**src/rtl/spi_pkg.sv**
```systemverilog
// spi_pkg: shared SPI constants, counter sizing and engine state encoding
package spi_pkg;
  localparam int SPI_DATA_WIDTH = 16;
  localparam int SPI_CNT_W = $clog2(SPI_DATA_WIDTH) + 1;
  localparam logic SPI_CPOL = 1'b0;
  localparam logic SPI_CPHA = 1'b0;
  typedef enum logic [1:0] {IDLE, SHIFT, DONE, WAIT} spi_state_e;
endpackage

```
**src/rtl/spi_sync_edge.sv**
```systemverilog
// spi_sync_edge: multi-flop synchronizer with rise/fall strobes taken from registered samples
module spi_sync_edge #(
  parameter int   STAGES  = 2,
  parameter logic RST_VAL = 1'b0
) (
  input  logic clk,
  input  logic rst,
  input  logic in_i,
  output logic sync_o,
  output logic rise_o,
  output logic fall_o
);
  logic [STAGES-1:0] sync_q;
  logic              prev_q;
  // shift the pin through the synchronizer and keep one older sample for edge detection
  always_ff @(posedge clk or posedge rst) begin
    if (rst) begin
      sync_q <= {STAGES{RST_VAL}};
      prev_q <= RST_VAL;
    end else begin
      sync_q <= {sync_q[STAGES-2:0], in_i};
      prev_q <= sync_q[STAGES-1];
    end
  end
  assign sync_o = sync_q[STAGES-1];
  assign rise_o = sync_o & ~prev_q;
  assign fall_o = ~sync_o & prev_q;
endmodule

```
**src/rtl/spi_device_engine.sv**
```systemverilog
// spi_device_engine: mode-0 SPI peripheral with oversampled pins, rx valid/ack and a one-word tx buffer
module spi_device_engine
  import spi_pkg::*;
#(
  parameter int   DATA_WIDTH  = SPI_DATA_WIDTH,
  parameter int   SYNC_STAGES = 2,
  parameter logic IDLE_MISO   = 1'b0
) (
  input  logic                  clk,
  input  logic                  rst,
  input  logic                  spi_sclk,
  input  logic                  spi_cs_n,
  input  logic                  spi_mosi,
  output logic                  spi_miso,
  input  logic [DATA_WIDTH-1:0] tx_data,
  input  logic                  tx_load,
  output logic                  tx_ready,
  output logic [DATA_WIDTH-1:0] rx_data,
  output logic                  rx_valid,
  input  logic                  rx_ack,
  output logic                  overrun,
  output logic                  underrun,
  output logic                  frame_abort,
  output logic                  busy
);
  localparam int CNT_W = $clog2(DATA_WIDTH) + 1;
  localparam logic [CNT_W-1:0] LAST_BIT = CNT_W'(DATA_WIDTH - 1);

  spi_state_e            state_q, state_d;
  logic [DATA_WIDTH-1:0] tx_shift_q, tx_shift_d, rx_shift_q, rx_shift_d;
  logic [DATA_WIDTH-1:0] buf_q, buf_d, rx_data_q, rx_data_d;
  logic [CNT_W-1:0]      bit_cnt_q, bit_cnt_d;
  logic                  buf_full_q, buf_full_d, rx_valid_q, rx_valid_d;
  logic                  overrun_q, overrun_d, underrun_q, underrun_d, abort_q, abort_d;
  logic                  sclk_rise, sclk_fall, cs_sync, cs_rise, cs_fall, mosi_sync;
  logic                  unused_sclk_sync, unused_mosi_rise, unused_mosi_fall;
  logic                  take, start, sample, shift, done;

  spi_sync_edge #(.STAGES(SYNC_STAGES), .RST_VAL(SPI_CPOL)) u_sclk (
    .clk(clk), .rst(rst), .in_i(spi_sclk),
    .sync_o(unused_sclk_sync), .rise_o(sclk_rise), .fall_o(sclk_fall)
  );
  spi_sync_edge #(.STAGES(SYNC_STAGES), .RST_VAL(1'b1)) u_cs (
    .clk(clk), .rst(rst), .in_i(spi_cs_n),
    .sync_o(cs_sync), .rise_o(cs_rise), .fall_o(cs_fall)
  );
  spi_sync_edge #(.STAGES(SYNC_STAGES), .RST_VAL(1'b0)) u_mosi (
    .clk(clk), .rst(rst), .in_i(spi_mosi),
    .sync_o(mosi_sync), .rise_o(unused_mosi_rise), .fall_o(unused_mosi_fall)
  );

  assign take   = tx_load && !buf_full_q;
  assign start  = (state_q == IDLE && cs_fall) || (state_q == WAIT && sclk_fall && !cs_sync);
  assign sample = state_q == SHIFT && !cs_rise && sclk_rise;
  assign shift  = state_q == SHIFT && !cs_rise && sclk_fall;
  assign done   = state_q == DONE;

  // frame sequencing: a deasserted select always wins over a clock edge seen in the same cycle
  always_comb begin
    state_d = state_q;
    case (state_q)
      IDLE:    state_d = cs_fall ? SHIFT : IDLE;
      SHIFT:   state_d = cs_rise ? IDLE : (sample && bit_cnt_q == LAST_BIT) ? DONE : SHIFT;
      DONE:    state_d = WAIT;
      WAIT:    state_d = cs_rise ? IDLE : start ? SHIFT : WAIT;
      default: state_d = IDLE;
    endcase
  end

  // datapath: a frame start drains the buffer (zeros when empty), loads are only taken into an empty buffer
  always_comb begin
    tx_shift_d = start ? (buf_full_q ? buf_q : '0) : shift ? tx_shift_q << 1 : tx_shift_q;
    rx_shift_d = sample ? {rx_shift_q[DATA_WIDTH-2:0], mosi_sync} : rx_shift_q;
    bit_cnt_d  = start ? '0 : sample ? bit_cnt_q + 1'b1 : bit_cnt_q;
    buf_d      = take ? tx_data : buf_q;
    buf_full_d = take || (buf_full_q && !start);
    rx_data_d  = done ? rx_shift_q : rx_data_q;
    rx_valid_d = done || (rx_valid_q && !rx_ack);
    overrun_d  = overrun_q || (done && rx_valid_q && !rx_ack);
    underrun_d = start && !buf_full_q;
    abort_d    = state_q == SHIFT && cs_rise && bit_cnt_q != '0;
  end

  // state and datapath registers
  always_ff @(posedge clk or posedge rst) begin
    if (rst) begin
      state_q    <= IDLE;
      tx_shift_q <= '0;
      rx_shift_q <= '0;
      bit_cnt_q  <= '0;
      buf_q      <= '0;
      buf_full_q <= 1'b0;
      rx_data_q  <= '0;
      rx_valid_q <= 1'b0;
      overrun_q  <= 1'b0;
      underrun_q <= 1'b0;
      abort_q    <= 1'b0;
    end else begin
      state_q    <= state_d;
      tx_shift_q <= tx_shift_d;
      rx_shift_q <= rx_shift_d;
      bit_cnt_q  <= bit_cnt_d;
      buf_q      <= buf_d;
      buf_full_q <= buf_full_d;
      rx_data_q  <= rx_data_d;
      rx_valid_q <= rx_valid_d;
      overrun_q  <= overrun_d;
      underrun_q <= underrun_d;
      abort_q    <= abort_d;
    end
  end

  assign spi_miso    = state_q == IDLE ? IDLE_MISO : tx_shift_q[DATA_WIDTH-1];
  assign tx_ready    = !buf_full_q;
  assign rx_data     = rx_data_q;
  assign rx_valid    = rx_valid_q;
  assign overrun     = overrun_q;
  assign underrun    = underrun_q;
  assign frame_abort = abort_q;
  assign busy        = state_q != IDLE;
endmodule

```
**config.mk**
```make
export PLATFORM = sky130hd
export DESIGN_NAME = spi_device_engine
export DESIGN_NICKNAME = d
export VERILOG_FILES = /design/src/rtl/spi_pkg.sv /design/src/rtl/spi_sync_edge.sv /design/src/rtl/spi_device_engine.sv
export SDC_FILE = /design/constraint.sdc
export NUM_CORES = 1
export LEC_CHECK = 0
export CAP_MARGIN = 20
export CORE_MARGIN = 5
export CORE_UTILIZATION = 59
export CTS_BUF_LIST = sky130_fd_sc_hd__clkbuf_16
export DETAILED_ROUTE_END_ITERATION = 8
export GPL_TIMING_DRIVEN = 0
export MAX_ROUTING_LAYER = met4
export PLACE_DENSITY = 0.84
export SYNTH_ARGS = -nofsm -noshare
export SYNTH_HDL_FRONTEND = slang
export SYNTH_SLANG_ARGS = --single-unit
```
**constraint.sdc**
```tcl
create_clock -name clk -period 5.71 [get_ports clk]
set_input_delay 1.142 -clock clk [delete_from_list [all_inputs] [get_ports clk]]
set_output_delay 1.142 -clock clk [all_outputs]
set_load 0.1 [all_outputs]
```
---- Word level (Yosys, flattened, before mapping) ----
Cells that the tools add are included.
storage, ports and cells
  word-level logic and storage cells ...... 70
  input port bits ......................... 23
  output and inout port bits .............. 23
  register bits after elaboration ......... 84
operators by class
  reduce and logical (&&, ||, !) cells .... 29
  eq/ne operators ......................... 4
  add/subtract/negate cells ............... 1
  bitwise logic cells ..................... 8
  multiplexer cells ....................... 12
operators with widths
  kind                                                                    number
  16-bit 2-to-1 mux                                                       3
  1-bit logical AND                                                       15
  5-bit 2-to-1 mux                                                        2
  2-bit 2-to-1 mux                                                        4
  2-bit one-hot mux with 4 select lines                                   1
  2-bit nonzero test                                                      3
  5-bit by 1-bit adder with 5-bit output (second input constant)          1
  5-bit by 4-bit equality test with 1-bit output (second input constant)  1
  1-bit logical NOT                                                       5
  5-bit nonzero test                                                      1
  1-bit AND                                                               4
  2-bit equality test (second input constant)                             2
  1-bit logical OR                                                        4
  1-bit inverter                                                          4
  2-bit by 1-bit equality test with 1-bit output (second input constant)  1
  2-bit logical NOT                                                       1
  1-bit 2-to-1 mux                                                        2

---- Depth between registers and ports, before layout ----
  depth after elaboration ................. 9
  depth in mapped cells ................... 6

---- Hierarchy ----
Synthesis repeated with hierarchy kept, for this count alone.
unflattened totals
  cell total of the unflattened synthesis .. 328
  area, all modules ....................... 3560.9 sq um
modules (own cells, without submodules)
  module                      times used  cells an instance  area an instance (sq um)  seq. area each (sq um)
  spi_device_engine           1           310                3275.6                    1901.8
  spi_sync_edge (u_mosi ...)  2           6                  93.8                      75.1
  spi_sync_edge (u_cs)        1           6                  97.6                      78.8

---- Least setup slack after synthesis ----
Ideal clock, no wire load.
  path type ............................... reg-to-output
  from .................................... register state_q[0]
  to ...................................... output spi_miso
  setup slack ............................. 2.827 ns
  stages on the path, launching flop included .. 4
  data required time ...................... 4.568 ns
  arrival ................................. 1.741 ns
  cells stage by stage .................... dfrtp_1 buf_6 or2_2 and2_1
between the ends
  word-level cells in the longest chain between the ends .. 2
ends and longest elaborated chain
  item                    RTL line                  RTL
  start, declared         spi_device_engine.sv:29   spi_state_e state_q, state_d;
  start signal, assigned  spi_device_engine.sv:99   state_q <= state_d;
  2-bit logical NOT       spi_device_engine.sv:113  assign spi_miso = state_q == IDLE ? IDLE_MISO : tx_shift_q[DATA_WIDTH-1];
  1-bit 2-to-1 mux        spi_device_engine.sv:113
  end, declared           spi_device_engine.sv:14   output logic spi_miso,
Every way passes these cells.

---- Final worst setup path ----
Same ends and word-level chain as after synthesis.

==> impl_metrics.yaml <==
floorplan:
  io_pins: 46
  dieArea_sq_um: 7701
  die_y_microns: 87.76
  rows: 28
  start_util_pct: 60.61
  dieWidth_microns: 87.76
  core_area_sq_um: 5886
hold_path:
  hold_path_class: "flip-flop to flip-flop"
  min_path_cells: 0
power:
  power.leakage_nw: 1.987
  powerDensity_nw_per_um2: 347.7
  ir_worst_vdd_uv: 267.5
cells_and_area:
  multi_input_area_sq_um: 1275
  drive_gt1_share_pct: 23.16
  fin_nets: 375
  antennaDiodeCount: 0
  seqCellArea_sq_um: 2106
  fillers: 383
  area_delta_synth_final_pct: 24.06
  final_core_util_pct: 75.19
  layout.cells.non_filler: 429
global_route:
  grt_pass1_wl_microns: 12150
  grt_pass1_vias: 2527
  grt_overflow: 0
  grt_start_max_net_pins: 55
  grt.total_usage_pct: 21.08
  antenna_found_initial: 0
clocking:
  htreeDepth: 3
  cts_hold_buf: 0
  post_cts.repair.setup_buffers: 0
  cts_sinks: 84
  clk_pin_slew_ps: 70
  clk_latency_ps: 340
  cts_buffers: 9
  cts.repair.resized: 0
  root_buffer: "clkbuf_16"
  clockBufferDepth: 2
  cts_tree: "built"
synth:
  async_flop_share_pct: 100.0
  synth-compound-area-share_pct: 11.61
  syn_inst: 292
  synth-edff-count: 0
  synth_fp_nets: 318
  synth-main-ff-cell: "dfrtp_1"
  synth_top_family_by_area: "simple AND/OR/NAND/NOR gates"
  synth-simple-area-share_pct: 12.10
  ys_seq_elements: 84
  synth_xor_xnor_area_share_pct: 0
  ys_seq_area_share_pct: 59.03
  netlist_area_sq_um: 3567
  synth_cell_types: 45
  synthMuxAreaShare_pct: 10.98
  postSynthAreaPerCell_sq_um: 12.22
  yosys.area_share.adder_pct: 1.052
  yosys_warnings: 0
placed_design:
  portBuffers: 45
  place_congestion: 0.8780
  dp.cells: 413
  dpl.hpwl_microns: 4637
  place_ws_ps: 2638
sta:
  slew_headroom_pct: 34.09
  rsz0062_at_grt: "false"
  layout_setup_ws_ps: 2282
  period_share_pct: 60.03
  worst_slew_pin_slew_ps: 985.5
  drv_slew: 0
  clock.fmax_mhz: 291.8
  setup_viol: 0
  finalWorstPathRequiredPeriod_ps: 3428
  hold_slack_ps: 349.8
  fin_tns_setup_ps: 0
  fin_skew_ps: 7.757
  hold_viol: 0
drt:
  wl_microns: 6986
  drt_pass1_iterations: 4
  viasPerCell: 5.643
  num_vias: 2421
  drc_errors: 0
  drt_iter0_drc: 165
  detail-route-antenna-nets: 0
  avgRoutedWirePerCell_microns: 16.28
critical_path:
  cp-end-kind: "output port"
  cp-start-kind: "flip-flop"
  path_class: "flip-flop to output port"
  cp.arrival_ps: 2290
  r2r_cells: 5
  critical_path_peak_fanout: 10
  required_ps: 4570
run_status:
  status: "complete, no violations"
run:
  cap_violations: 0
final timing paths:
kind,slack (ps),to,start
worst max-delay path,2280,spi_miso,state_q[0]$_DFF_PP0_
worst min-delay path,350,u_sclk.sync_q[1]$_DFF_PP0_,u_sclk.sync_q[0]$_DFF_PP0_
worst max register to register,3750,tx_shift_q[5]$_DFFE_PP0P_,u_cs.prev_q$_DFF_PP1_
worst min register to register,350,u_sclk.sync_q[1]$_DFF_PP0_,u_sclk.sync_q[0]$_DFF_PP0_
max in group asynchronous,3920,u_cs.sync_q[0]$_DFF_PP1_,rst
min in group asynchronous,1150,rx_data[1]$_DFFE_PP0P_,rst
power breakdown:
group / internal [mW] / total, mW / switching, mW
Combinational: 0.104 / 0.240 / 0.136
Sequential: 0.696 / 0.751 / 0.0549
Clock: 0.301 / 0.549 / 0.247
Total: 1.10 / 1.54 / 0.438
cell usage after synthesis (2+ instances only):
master,count,area (sq um)
a21oi_1,5,25.02
a31oi_1,2,12.51
and2_1,2,12.51
buf_2,8,40.04
buf_6,3,33.78
clkbuf_1,9,33.78
dfrtp_1,81,2027
dfstp_2,3,78.83
ha_1,3,37.54
inv_1,21,78.83
mux2_2,33,371.6
mux2i_1,2,20.02
nand2_1,34,127.6
nand2b_1,3,18.77
nand3b_1,2,15.01
nand4_1,17,106.4
nor2b_1,3,18.77
o21ai_0,16,80.08
o221ai_1,6,52.55
o221ai_2,9,135.1
o31ai_1,4,30.03
or2b_1,2,15.01
or4_1,2,15.01
logic make-up (layout without fill, tap and decap cells):
logic type,after synthesis,after routing
compound gates,51,51
fa+ha+maj,3,3
buf+inv,41,103
flops,84,84
mux,35,35
simple gates,78,78
layout make-up:
type | count | area share [%]
Buffer | 20 | 2.431
Clock buffer | 9 | 5.089
Clock inverter | 7 | 1.329
Inverter | 21 | 1.838
Multi-Input combinational cell | 167 | 28.81
Sequential cell | 84 | 47.58
Tap cell | 75 | 2.120
Timing Repair Buffer | 46 | 10.80
through the flow:
stage / cell area (sq um) / total power, mW
2_1_floorplan: 3567 / 0.9236
3_3_place_gp: 4111 / 0.9800
3_5_place_dp: 4141 / 0.9980
4_1_cts: 4425 / 1.549
5_1_grt: 4425 / 1.615
6_report: 4425 / 1.539
layout by cell type, fill, tap and decap left out, drive strengths merged, types with 2 or more instances in the layout:
cell,Yosys,layout
dfrtp,81,81
nand2b,3,3
a31oi,2,2
clkinv,0,3
clkdlybuf4s50,0,45
clkbuf,9,18
or2b,3,3
nor2b,3,3
nand4,17,17
o221ai,15,15
mux2,33,33
dfstp,3,3
a21oi,6,6
and2,2,2
and2b,2,2
o31ai,4,4
buf,11,12
mux2i,2,2
o21ai,16,16
ha,3,3
nand2,34,34
nand3b,2,2
inv,21,24
or4,2,2
worst max-delay path, stage by stage, from the launching register on:
cell             delay [ps]
dfrtp_1                 390
buf_6                   140
or2_2                   300
and2_1                  160
clkdlybuf4s50_1         960
registers in the layout, indices dropped and copies added (netlist names):
name / flops
buf_q: 16
rx_data: 16
rx_shift_q: 16
tx_shift_q: 16
bit_cnt_q: 5
state_q: 2
u_cs.sync_q: 2
u_mosi.sync_q: 2
u_sclk.sync_q: 2
buf_full_q: 1
frame_abort: 1
overrun: 1
rx_valid: 1
u_cs.prev_q: 1
u_sclk.prev_q: 1
underrun: 1
layer usage:
metal / vias up / GRT usage [%] / wire, microns
li1: 1157 / - / -
met1: 1191 / 27.24 / 3021
met2: 62 / 33.56 / 3551
met3: 11 / 2.822 / 277
met4: 0 / 8.926 / 136
met5: - / - / 0
Power figures use the tool's default switching activity.
